### src/rtl/fir_frame_ctrl_if.sv
// Signal bundle between the FIRROOT frame sequencer and its host.
// The host holds the master modport; the controller uses slave.
interface fir_frame_ctrl_if #(
    parameter int DW = 8
) ();
    // Coefficient register port
    logic          cfg_we;
    logic [2:0]    cfg_addr;
    logic [DW-1:0] cfg_data;
    logic          cfg_err;

    // Frame control and sample source
    logic          start;
    logic          s_valid;
    logic [DW-1:0] s_data;
    logic          s_ready;

    // Active coefficients and sample stream towards FIRROOT
    logic [DW-1:0] B0;
    logic [DW-1:0] B1;
    logic [DW-1:0] B2;
    logic [DW-1:0] B3;
    logic [DW-1:0] B4;
    logic [DW-1:0] B5;
    logic [DW-1:0] B6;
    logic [DW-1:0] Data_i;

    // Frame status
    logic          out_valid;
    logic          busy;
    logic          done;
    logic          underrun;

    modport master (
        output cfg_we, cfg_addr, cfg_data, start, s_valid, s_data,
        input  cfg_err, s_ready, B0, B1, B2, B3, B4, B5, B6,
        input  Data_i, out_valid, busy, done, underrun
    );

    modport slave (
        input  cfg_we, cfg_addr, cfg_data, start, s_valid, s_data,
        output cfg_err, s_ready, B0, B1, B2, B3, B4, B5, B6,
        output Data_i, out_valid, busy, done, underrun
    );
endinterface

### src/rtl/fir_frame_ctrl.sv
// Frame sequencer and coefficient configurator for the 7-tap FIRROOT datapath:
// shadow/active coefficient banks, one frame of samples, zero flush, output-valid tagging.
module fir_frame_ctrl #(
    parameter int NTAPS     = 7,
    parameter int DW        = 8,
    parameter int FRAME_LEN = 20,
    parameter int LAT       = 1
) (
    input  logic            Clk,
    input  logic            Rst_n,
    fir_frame_ctrl_if.slave bus
);
    localparam logic [2:0] ST_IDLE   = 3'd0;
    localparam logic [2:0] ST_COMMIT = 3'd1;
    localparam logic [2:0] ST_RUN    = 3'd2;
    localparam logic [2:0] ST_FLUSH  = 3'd3;
    localparam logic [2:0] ST_DRAIN  = 3'd4;
    localparam logic [2:0] ST_DONE   = 3'd5;

    localparam int SMP_W = $clog2(FRAME_LEN + 1);
    localparam int CYC_W = $clog2(NTAPS + LAT + 1);

    localparam logic [SMP_W-1:0] SMP_LAST   = SMP_W'(FRAME_LEN - 1);
    localparam logic [CYC_W-1:0] FLUSH_LAST = CYC_W'(NTAPS - 2);
    localparam logic [CYC_W-1:0] DRAIN_LAST = CYC_W'(LAT - 1);

    logic [2:0]       state_reg,    state_next;
    logic [SMP_W-1:0] smp_cnt_reg,  smp_cnt_next;
    logic [CYC_W-1:0] cyc_cnt_reg,  cyc_cnt_next;
    logic [DW-1:0]    data_reg,     data_next;
    logic             tag_reg,      tag_next;
    logic             underrun_reg, underrun_next;
    logic             cfg_err_reg;
    logic [LAT-1:0]   tag_pipe_reg;

    logic [DW-1:0]    shadow_reg [NTAPS];
    logic [DW-1:0]    active_reg [NTAPS];

    // Shadow writes are accepted in any state; the active bank only loads in COMMIT,
    // so a write landing on the COMMIT edge reaches the shadow but not this frame.
    generate
        for (genvar gi = 0; gi < NTAPS; gi++) begin : g_bank
            always_ff @(posedge Clk or negedge Rst_n) begin
                if (!Rst_n) begin
                    shadow_reg[gi] <= '0;
                    active_reg[gi] <= '0;
                end else begin
                    if (bus.cfg_we && (bus.cfg_addr == 3'(gi))) begin
                        shadow_reg[gi] <= bus.cfg_data;
                    end
                    if (state_reg == ST_COMMIT) begin
                        active_reg[gi] <= shadow_reg[gi];
                    end
                end
            end
        end
    endgenerate

    always_ff @(posedge Clk or negedge Rst_n) begin
        if (!Rst_n) begin
            cfg_err_reg <= 1'b0;
        end else begin
            cfg_err_reg <= bus.cfg_we && (32'(bus.cfg_addr) >= NTAPS);
        end
    end

    always_comb begin
        state_next    = state_reg;
        smp_cnt_next  = smp_cnt_reg;
        cyc_cnt_next  = cyc_cnt_reg;
        data_next     = '0;
        tag_next      = 1'b0;
        underrun_next = underrun_reg;
        case (state_reg)
            ST_IDLE: begin
                if (bus.start) begin
                    state_next    = ST_COMMIT;
                    underrun_next = 1'b0;
                    smp_cnt_next  = '0;
                    cyc_cnt_next  = '0;
                end
            end
            ST_COMMIT: begin
                state_next   = ST_RUN;
                smp_cnt_next = '0;
            end
            ST_RUN: begin
                // A missing sample inserts a zero into the tap line and an untagged slot.
                if (bus.s_valid) begin
                    data_next = bus.s_data;
                    tag_next  = 1'b1;
                    if (smp_cnt_reg == SMP_LAST) begin
                        state_next   = ST_FLUSH;
                        smp_cnt_next = '0;
                        cyc_cnt_next = '0;
                    end else begin
                        smp_cnt_next = smp_cnt_reg + 1'b1;
                    end
                end else begin
                    underrun_next = 1'b1;
                end
            end
            ST_FLUSH: begin
                tag_next = 1'b1;
                if (cyc_cnt_reg == FLUSH_LAST) begin
                    state_next   = ST_DRAIN;
                    cyc_cnt_next = '0;
                end else begin
                    cyc_cnt_next = cyc_cnt_reg + 1'b1;
                end
            end
            ST_DRAIN: begin
                if (cyc_cnt_reg == DRAIN_LAST) begin
                    state_next   = ST_DONE;
                    cyc_cnt_next = '0;
                end else begin
                    cyc_cnt_next = cyc_cnt_reg + 1'b1;
                end
            end
            ST_DONE: begin
                state_next = ST_IDLE;
            end
            default: begin
                state_next = ST_IDLE;
            end
        endcase
    end

    always_ff @(posedge Clk or negedge Rst_n) begin
        if (!Rst_n) begin
            state_reg    <= ST_IDLE;
            smp_cnt_reg  <= '0;
            cyc_cnt_reg  <= '0;
            data_reg     <= '0;
            tag_reg      <= 1'b0;
            underrun_reg <= 1'b0;
        end else begin
            state_reg    <= state_next;
            smp_cnt_reg  <= smp_cnt_next;
            cyc_cnt_reg  <= cyc_cnt_next;
            data_reg     <= data_next;
            tag_reg      <= tag_next;
            underrun_reg <= underrun_next;
        end
    end

    // Tags travel alongside the filter latency so out_valid lines up with FIRout.
    generate
        if (LAT == 1) begin : g_tag_one
            always_ff @(posedge Clk or negedge Rst_n) begin
                if (!Rst_n) begin
                    tag_pipe_reg <= '0;
                end else begin
                    tag_pipe_reg <= tag_reg;
                end
            end
        end else begin : g_tag_multi
            always_ff @(posedge Clk or negedge Rst_n) begin
                if (!Rst_n) begin
                    tag_pipe_reg <= '0;
                end else begin
                    tag_pipe_reg <= {tag_pipe_reg[LAT-2:0], tag_reg};
                end
            end
        end
    endgenerate

    assign bus.B0        = active_reg[0];
    assign bus.B1        = active_reg[1];
    assign bus.B2        = active_reg[2];
    assign bus.B3        = active_reg[3];
    assign bus.B4        = active_reg[4];
    assign bus.B5        = active_reg[5];
    assign bus.B6        = active_reg[6];
    assign bus.Data_i    = data_reg;
    assign bus.out_valid = tag_pipe_reg[LAT-1];
    assign bus.s_ready   = (state_reg == ST_RUN);
    assign bus.busy      = (state_reg != ST_IDLE);
    assign bus.done      = (state_reg == ST_DONE);
    assign bus.underrun  = underrun_reg;
    assign bus.cfg_err   = cfg_err_reg;
endmodule

### src/flat_wrapper.sv
// flat-port wrapper written by rule: the top's interface ports become plain ports
module fir_frame_ctrl_flat 
#(
    parameter int NTAPS     = 7,
    parameter int DW        = 8,
    parameter int FRAME_LEN = 20,
    parameter int LAT       = 1
)
  (Clk, Rst_n, bus_cfg_we, bus_cfg_addr, bus_cfg_data, bus_start, bus_s_valid, bus_s_data, bus_cfg_err, bus_s_ready, bus_B0, bus_B1, bus_B2, bus_B3, bus_B4, bus_B5, bus_B6, bus_Data_i, bus_out_valid, bus_busy, bus_done, bus_underrun);
  fir_frame_ctrl_if #(.DW(DW)) bus_i ();
  input  logic Clk;
  input  logic Rst_n;
  input wire logic [$bits(bus_i.cfg_we)-1:0] bus_cfg_we;
  input wire logic [$bits(bus_i.cfg_addr)-1:0] bus_cfg_addr;
  input wire logic [$bits(bus_i.cfg_data)-1:0] bus_cfg_data;
  input wire logic [$bits(bus_i.start)-1:0] bus_start;
  input wire logic [$bits(bus_i.s_valid)-1:0] bus_s_valid;
  input wire logic [$bits(bus_i.s_data)-1:0] bus_s_data;
  output wire logic [$bits(bus_i.cfg_err)-1:0] bus_cfg_err;
  output wire logic [$bits(bus_i.s_ready)-1:0] bus_s_ready;
  output wire logic [$bits(bus_i.B0)-1:0] bus_B0;
  output wire logic [$bits(bus_i.B1)-1:0] bus_B1;
  output wire logic [$bits(bus_i.B2)-1:0] bus_B2;
  output wire logic [$bits(bus_i.B3)-1:0] bus_B3;
  output wire logic [$bits(bus_i.B4)-1:0] bus_B4;
  output wire logic [$bits(bus_i.B5)-1:0] bus_B5;
  output wire logic [$bits(bus_i.B6)-1:0] bus_B6;
  output wire logic [$bits(bus_i.Data_i)-1:0] bus_Data_i;
  output wire logic [$bits(bus_i.out_valid)-1:0] bus_out_valid;
  output wire logic [$bits(bus_i.busy)-1:0] bus_busy;
  output wire logic [$bits(bus_i.done)-1:0] bus_done;
  output wire logic [$bits(bus_i.underrun)-1:0] bus_underrun;
  assign bus_i.cfg_we = bus_cfg_we;
  assign bus_i.cfg_addr = bus_cfg_addr;
  assign bus_i.cfg_data = bus_cfg_data;
  assign bus_i.start = bus_start;
  assign bus_i.s_valid = bus_s_valid;
  assign bus_i.s_data = bus_s_data;
  assign bus_cfg_err = bus_i.cfg_err;
  assign bus_s_ready = bus_i.s_ready;
  assign bus_B0 = bus_i.B0;
  assign bus_B1 = bus_i.B1;
  assign bus_B2 = bus_i.B2;
  assign bus_B3 = bus_i.B3;
  assign bus_B4 = bus_i.B4;
  assign bus_B5 = bus_i.B5;
  assign bus_B6 = bus_i.B6;
  assign bus_Data_i = bus_i.Data_i;
  assign bus_out_valid = bus_i.out_valid;
  assign bus_busy = bus_i.busy;
  assign bus_done = bus_i.done;
  assign bus_underrun = bus_i.underrun;
  fir_frame_ctrl #(.NTAPS(NTAPS), .DW(DW), .FRAME_LEN(FRAME_LEN), .LAT(LAT)) u_core (.Clk(Clk), .Rst_n(Rst_n), .bus(bus_i));
endmodule
### config.mk
export PLATFORM = sky130hd
export DESIGN_NAME = fir_frame_ctrl_flat
export DESIGN_NICKNAME = d
export VERILOG_FILES = /design/src/rtl/fir_frame_ctrl_if.sv /design/src/rtl/fir_frame_ctrl.sv /design/src/flat_wrapper.sv
export SDC_FILE = /design/constraint.sdc
export NUM_CORES = 1
export LEC_CHECK = 0
export ABC_AREA = 1
export BUFFER_PORTS_ARGS = -buffer_cell sky130_fd_sc_hd__buf_2
export CAP_MARGIN = 20
export CORE_MARGIN = 3
export CORE_UTILIZATION = 40
export DETAILED_ROUTE_END_ITERATION = 16
export PLACE_DENSITY_LB_ADDON = 0.1
export SYNTH_ARGS = -nofsm -noshare
export SYNTH_HDL_FRONTEND = slang
export SYNTH_SLANG_ARGS = --single-unit
### constraint.sdc
create_clock -name Clk -period 2.9 [get_ports Clk]
set_clock_uncertainty 0.2 [all_clocks]
set_input_delay 0.58 -clock Clk [delete_from_list [all_inputs] [get_ports Clk]]
set_output_delay 0.58 -clock Clk [all_outputs]
set_load 0.1 [all_outputs]
# After elaboration in Yosys (flattened, before gate mapping)
# Cells that the tools add are included.
[totals]
in_bits = 24
output_inout_bits = 70
reg_bits = 136
word_cells = 86
[op_classes]
n_reduce_logical = 19
n_eq_ne = 19
order_cmp = 1
add_sub_neg = 2
muxes = 23
[op_table]
columns = ["cell", "count"]
rows = [
  ["4-bit 2-to-1 mux", 5],
  ["8-bit 2-to-1 mux", 2],
  ["4-bit case mux with 4 select lines", 1],
  ["3-bit == test (second input constant)", 5],
  ["3-bit 2-to-1 mux", 5],
  ["5-bit 2-to-1 mux", 3],
  ["3-bit case mux with 5 select lines", 1],
  ["5-bit case mux with 3 select lines", 1],
  ["3-bit by 2-bit == test with 1-bit output (second input constant)", 4],
  ["1-bit logical AND", 8],
  ["3-bit by 1-bit == test with 1-bit output (second input constant)", 2],
  ["3-bit logical NOT", 2],
  ["2-bit by 1-bit inequality test with 1-bit output (second input constant)", 3],
  ["2-bit inequality test (second input constant)", 3],
  ["3-bit AND reduction", 2],
  ["3-bit nonzero test", 2],
  ["5-bit by 1-bit adder with 5-bit output (second input constant)", 1],
  ["5-bit == test (second input constant)", 1],
  ["5-bit AND reduction", 1],
  ["4-bit by 1-bit adder with 4-bit output (second input constant)", 1],
  ["4-bit by 3-bit == test with 1-bit output (second input constant)", 1],
  ["4-bit logical NOT", 1],
  ["1-bit case mux with 2 select lines", 2],
  ["4-bit AND reduction", 1],
  ["4 further kinds", 6],
]

# Logic depth before layout (Yosys ltp)
# Gate-level depths: netlist of the first run.
[logic_depth]
ltp_word = 4
mapped_depth = 9

# Worst setup path before layout of the first run
# No wires, ideal clock.
[synth_timing]
path_type = "register to output"
start = "reg u_core.state_reg[1]"
end = "out bus_done"
arrival_ns = 2.585
setup_slack_ns = -0.465
path_stages_with_launch = 3
path_buffers = 1
required_ns = 2.120
cell_sequence = "dfrtp_1 -> buf_2 -> nor3_1"
[synth_between]
elab_chain_cells = 1
[synth_lines]
columns = ["item", "line_no", "source"]
rows = [
  ["from (decl)", "fir_frame_ctrl.sv:27", "logic [2:0] state_reg, state_next;"],
  ["from (signal assigned)", "fir_frame_ctrl.sv:138", "state_reg <= state_next;"],
  ["3-bit == test", "fir_frame_ctrl.sv:179", "assign bus.done = (state_reg == ST_DONE);"],
  ["to (decl)", "flat_wrapper.sv:31", "output wire logic [$bits(bus_i.done)-1:0] bus_done;"],
]
# No other way between the ends.

# Final worst setup path of the first run
[layout_timing]
start = "reg u_core.state_reg[2]"
end = "out bus_s_ready"
[layout_between]
elab_chain_cells = 1
[layout_lines]
columns = ["item", "line_no", "source"]
rows = [
  ["3-bit by 2-bit == test with 1-bit output", "fir_frame_ctrl.sv:177", "assign bus.s_ready = (state_reg == ST_RUN);"],
  ["to (decl)", "flat_wrapper.sv:20", "output wire logic [$bits(bus_i.s_ready)-1:0] bus_s_ready;"],
]
# No other way between the ends.

==> results of run 1 <==
## cell usage in the layout, fill, tap and decap left out, types with 3 or more instances in the layout
cell type and count:
dfrtp_1 136, nand2_1 110, buf_2 92, o21ai_0 62
mux2_4 29, inv_1 27, mux2_2 27, nor2_1 24
nand3_1 18, clkbuf_16 17, clkinv_2 6, clkbuf_8 6
ha_1 4, xor2_1 3, buf_4 3
## timing repair
| item | CTS | global route |
|---|---|---|
| endpoints found under the hold margin | 53 | 0 |
| gates resized for setup | 0 | 0 |
| hold buffers | 1 | 0 |
| buffers inserted | 0 | 0 |
## path summary, 6_finish.rpt
| kind | start | end | slack [ns] | depth (start not counted) |
|---|---|---|---|---|
| max | u_core.state_reg[2] | bus_s_ready | 0.42 | 4 |
| min | u_core.tag_reg | u_core.bus.out_valid | 0.15 | 0 |
| max reg2reg | u_core.state_reg[1] | u_core.bus.B0[2] | 0.82 | 3 |
| min reg2reg | u_core.tag_reg | u_core.bus.out_valid | 0.15 | 0 |
| max in group asynchronous | Rst_n | u_core.shadow_reg[48] | 1.30 | 3 |
| min in group asynchronous | Rst_n | u_core.bus.B4[3] | 0.49 | 2 |
## cells by family after synthesis
kind of cell | Yosys count
compound gates | 64
xor+xnor | 3
fa+ha+maj | 4
buf+inv | 45
flops | 136
mux | 56
simple gates | 161
## worst max-delay path, delay by kind of cell, from the launching register on
kind          cells  cell delay [ns]
buf+inv           3             0.75
flops             1             0.42
simple gates      1             0.11
## metal layers
| layer | share of wire [%] | up-vias | global-route usage (%) |
|---|---|---|---|
| li1 | - | 1748 | - |
| met1 | 50 | 1700 | 23.9 |
| met2 | 44 | 83 | 23.7 |
| met3 | 4.8 | 12 | 5.85 |
| met4 | 1.1 | 0 | 6.30 |
| met5 | 0 | - | 0 |
## through the flow
| stage | worst slack, ns | util [%] |
|---|---|---|
| 2_1_floorplan | 0.384 | - |
| 3_3_place_gp | 0.879 | 46.7 |
| 3_5_place_dp | 0.825 | 46.7 |
| 4_1_cts | 0.399 | 51.3 |
| 5_1_grt | 0.297 | 51.3 |
| 6_report | 0.419 | 51.3 |
## final cells by class
type,count,area (um^2)
timing repair buffer,98,524
sequential,136,3400
clock buffer,24,512
fill,1219,6300
clock inverter,8,67.6
multi-input combinational,288,1800
tap,172,215
inverter,29,109
==> run metrics, run 1 <==
status=complete, no violations; cts bufs inserted=17; total iterations of the first detailed-routing run=5; initial antenna violation count=0; Final Hold Slack=approximately 0.15 ns; count of final setup violators=0; Largest register FFs=56; top cells by area, synth=dfrtp_1, mux2_4, nand2_1; layout cells sized above 1=roughly a third; Residual DRC=0; Mean Syn Cell Area=roughly 12 um^2; WP data arrival=1.70 ns; post-synth top area share=a little over three fifths; crit path cell chain=inv_2, nand3_1, inv_1, buf_2; Post-Synth XOR/XNOR Area=less than 1%; Avg Vias per Cell=4.69; post-synthesis sequential area ratio=~63%; prevailing post-synth register cell=dfrtp_1; largest net degree at the start of global routing=58; Rel. slew slack=a little over a third; Syn. warnings=0; final worst path period share=85.6%; Synth Area in Compound Gates=under 10%; Detail Route Antenna Nets=0; number of synthesized flops with an enable pin=0; CP max-delay cell=buf_2; Post-Layout Cell Count=about 760; GR Overflow Total=0; Cell Rows=slightly above 40; die height=122 um; post-synthesis cell count=between 400 and 500; die area=14900 um^2; f_max=roughly 400 MHz; Distinct cells, synth=21; RSZ-0062 raised after global routing=no; TritonCTS clock tree=yes; clock sinks=136; CP Class=flip-flop to output port; Vias=approximately 3500; Worst-path clk slew=approximately 0.050 ns; Synth Area in Adders=less than 1%; # nets final=598; count leader, synth=dfrtp_1; area share of and/or/nand/nor cells after synthesis=12.1%; main combinational cell family by area after synthesis=multiplexers; final-report max-slew violation count=0; Routed wire per std cell=roughly 15 um; final hold vios=0; core region area=12900 um^2; Syn-to-layout area delta=22.9%; # diodes=0; post-route cell area=roughly 6600 um^2; syn_nets=about 500; DP HPWL=roughly 7600 um; global-route wire length before repair=approximately 19000 um; crit start category=flip-flop; FFs w/ async S/R, synth=100%; Post-Synthesis Cell Area=~5400 um^2; routability cong.=about 0.80; DRT Wirelength=~11000 um; clock latency on the worst-skew pair=about 0.42 ns; Ports=94; initial core utilization=around two fifths; placed cell area=just over 6000 um^2; actual slew at the worst max-slew pin=0.952 ns; H-tree depth=4; Initial DRC Count=193; Max Cap Viol=0; placed cell count=between 700 and 800; leading area contributor after synthesis=dfrtp_1; Largest stage delay, worst path=between 0.4 and 0.5 ns; CTS root buf=clkbuf_16; Hold Path Class=flip-flop to flip-flop; vias in the first global route=about 3500; Post-synth top cells=dfrtp_1, nand2_1, o21ai_0; clock tree buffer depth=2; input/output buffers=just over 90; #FFs+latches synth=approximately 140; CP Max Fanout=7; post-layout min period=approximately 2.5 ns; mux share of post-synthesis cell area=a little over an eighth; GRT Overall Usage=16.8%; Crit path required time=roughly 2.1 ns; CP endpoint kind=output port; setup TNS=0 ns; DIE WIDTH=122 um
Power of run 1 is not shown: default switching activity piles up to over one toggle a cycle in this logic, so the estimate is an artifact.
==> run 2, diff against run 1 <==
Settings changed: CTS_BUF_LIST from default to sky130_fd_sc_hd__clkbuf_16.
==> run 2 against run 1 <==
Net effect: fmax hardly changed; flip-flop and latch count is the same; critical path depth did not move; die area unchanged; count of clock-buffer cells in the layout down 7; worst hold slack about the same; non-clock buffer count stayed put; sequential share of layout area rose by 0.47 points; first-iteration DRC count is 3.6% higher; highest routed layer unchanged.
==> run metrics, run 2 (synthesis results as in run 1) <==
post-CTS sizing=0 (unchanged); routability cong.=0.798 (unchanged); final-report max-slew violation count=0 (unchanged); post-layout min period=2.48 ns (about the same); GRT Overall Usage=16.7% (was 16.8%); Routed wire per std cell=15.0 um (was 15.1 um); CP Max Fanout=7 (unchanged); Setup crit end=bus_s_ready (unchanged); status=complete, no violations (unchanged); clock latency on the worst-skew pair=0.42 ns (about the same); Cell Rows=41 (unchanged); setup TNS=0 ns (unchanged); final worst path period share=85.5% (was 85.6%); Detail Route Antenna Nets=0 (unchanged); initial core utilization=41.8% (unchanged); Max Cap Viol=0 (unchanged); WP data arrival=1.70 ns (about the same); Setup Fix Bufs, Post-CTS=0 (unchanged); Avg Vias per Cell=4.73 (was 4.69); Syn-to-layout area delta=21.7% (was 22.9%); commonest non-fill, non-tap cells in the layout=dfrtp_1, nand2_1, buf_2, o21ai_0, mux2_4 (unchanged); Largest register FFs=56 (unchanged); initial antenna violation count=0 (unchanged); Critical R2R Capture=u_core.bus.B0[2] (unchanged); Setup crit start=u_core.state_reg[2] (unchanged); Ports=94 (unchanged); # nets final=598 (unchanged); global-route wire length before repair=18600 um (about the same); Hold Path Class=flip-flop to flip-flop (unchanged); Residual DRC=0 (unchanged); fillcell total=1226 (was 1219); GR Overflow Total=0 (unchanged); r2r startpoint=u_core.state_reg[1] (unchanged); clock tree buffer depth=2 (unchanged); final hold vios=0 (unchanged); # diodes=0 (unchanged); total iterations of the first detailed-routing run=4 (was 5); FF-to-FF path depth=3 (unchanged); DRT Wirelength=11400 um (about the same); Worst-path clk slew=0.05 ns (about the same); vias in the first global route=3518 (was 3520); crit start category=flip-flop (unchanged); commonest non-fill, non-tap cell in the layout=dfrtp_1 (unchanged); Vias=3574 (was 3543); # hold bufs at CTS=1 (unchanged); post-route cell area=6570 um^2 (was 6630 um^2); TritonCTS clock tree=yes (unchanged); CTS root buf=clkbuf_16 (unchanged); CP endpoint kind=output port (unchanged); cts bufs inserted=17 (unchanged); CP Class=flip-flop to output port (unchanged); H-tree depth=4 (unchanged); FF-to-FF setup slack=0.81 ns (was 0.82 ns); die height=122 um (unchanged); layout cells sized above 1=31.6% (was 32.6%); Crit path required time=2.12 ns (about the same); RSZ-0062 raised after global routing=no (unchanged); placed cell area=6040 um^2 (unchanged); count of final setup violators=0 (unchanged); Initial DRC Count=200 (was 193); largest net degree at the start of global routing=58 (unchanged); core region area=12900 um^2 (unchanged); DP HPWL=7600 um (unchanged); die area=14900 um^2 (unchanged); clock sinks=136 (unchanged); Rel. slew slack=35.7% (was 36.5%); DIE WIDTH=122 um (unchanged); f_max=403 MHz (about the same); input/output buffers=93 (unchanged); actual slew at the worst max-slew pin=0.965 ns (was 0.952 ns)
[run 2: changes by cell type in the layout (fill, tap and decap cells not counted), sizes merged]
cell,change
inv,+1
clkinv,+6
clkbuf,-7
[run 2: per-layer routing]
| layer | vias to the layer above | routed length [um] | track usage, % |
|---|---|---|---|
| met5 | - | 0 | 0 |
| li1 | 1749 | - | - |
| met3 | 10 | 736 | 5.43 |
| met4 | 0 | 115 | 6.51 |
| met1 | 1710 | 5570 | 24.1 |
| met2 | 105 | 4930 | 23.4 |
[run 2: area by class of cell]
cell class | count | area, um^2 | share of cell area (%)
Clock buffer | 17 | 425 | 6.47
Clock inverter | 15 | 93.8 | 1.43
Inverter | 29 | 109 | 1.66
Multi-Input combinational cell | 288 | 1800 | 27.4
Sequential cell | 136 | 3400 | 51.8
Tap cell | 172 | 215 | 3.27
Timing Repair Buffer | 98 | 524 | 7.98
[run 2: per-stage QoR]
stage / setup WS, ns / instances / utilization, % / hold WS [ns]
6_report: 0.419 / 755 / 50.8 / 0.146
5_1_grt: 0.301 / 755 / 50.8 / 0.156
4_1_cts: 0.403 / 755 / 50.8 / 0.147
3_5_place_dp: 0.825 / 722 / 46.7 / 0.135
3_3_place_gp: 0.879 / 722 / 46.7 / 0.135
2_1_floorplan: 0.384 / 469 / - / 0.0844
[run 2: worst max-delay path: stages (launching register included)]
cell     delay [ns]
dfrtp_1        0.42
inv_2          0.15
nand3_1        0.11
inv_1          0.15
buf_2          0.45
[run 2: worst min-delay path by stage]
| stage | startpoint | end | slack [ns] | cells after the start |
|---|---|---|---|---|
| final | u_core.tag_reg | u_core.bus.out_valid | 0.15 | 0 |
| after global routing | u_core.tag_reg | u_core.bus.out_valid | 0.16 | 0 |
| after CTS | u_core.tag_reg | u_core.bus.out_valid | 0.15 | 0 |
| after detailed placement | u_core.tag_reg | u_core.bus.out_valid | 0.13 | 0 |
| after global placement | u_core.tag_reg | u_core.bus.out_valid | 0.14 | 0 |
| after floorplan | Rst_n | u_core.bus.B0[0] | 0.08 | 0 |
Power of run 2 is left out for the same reason.
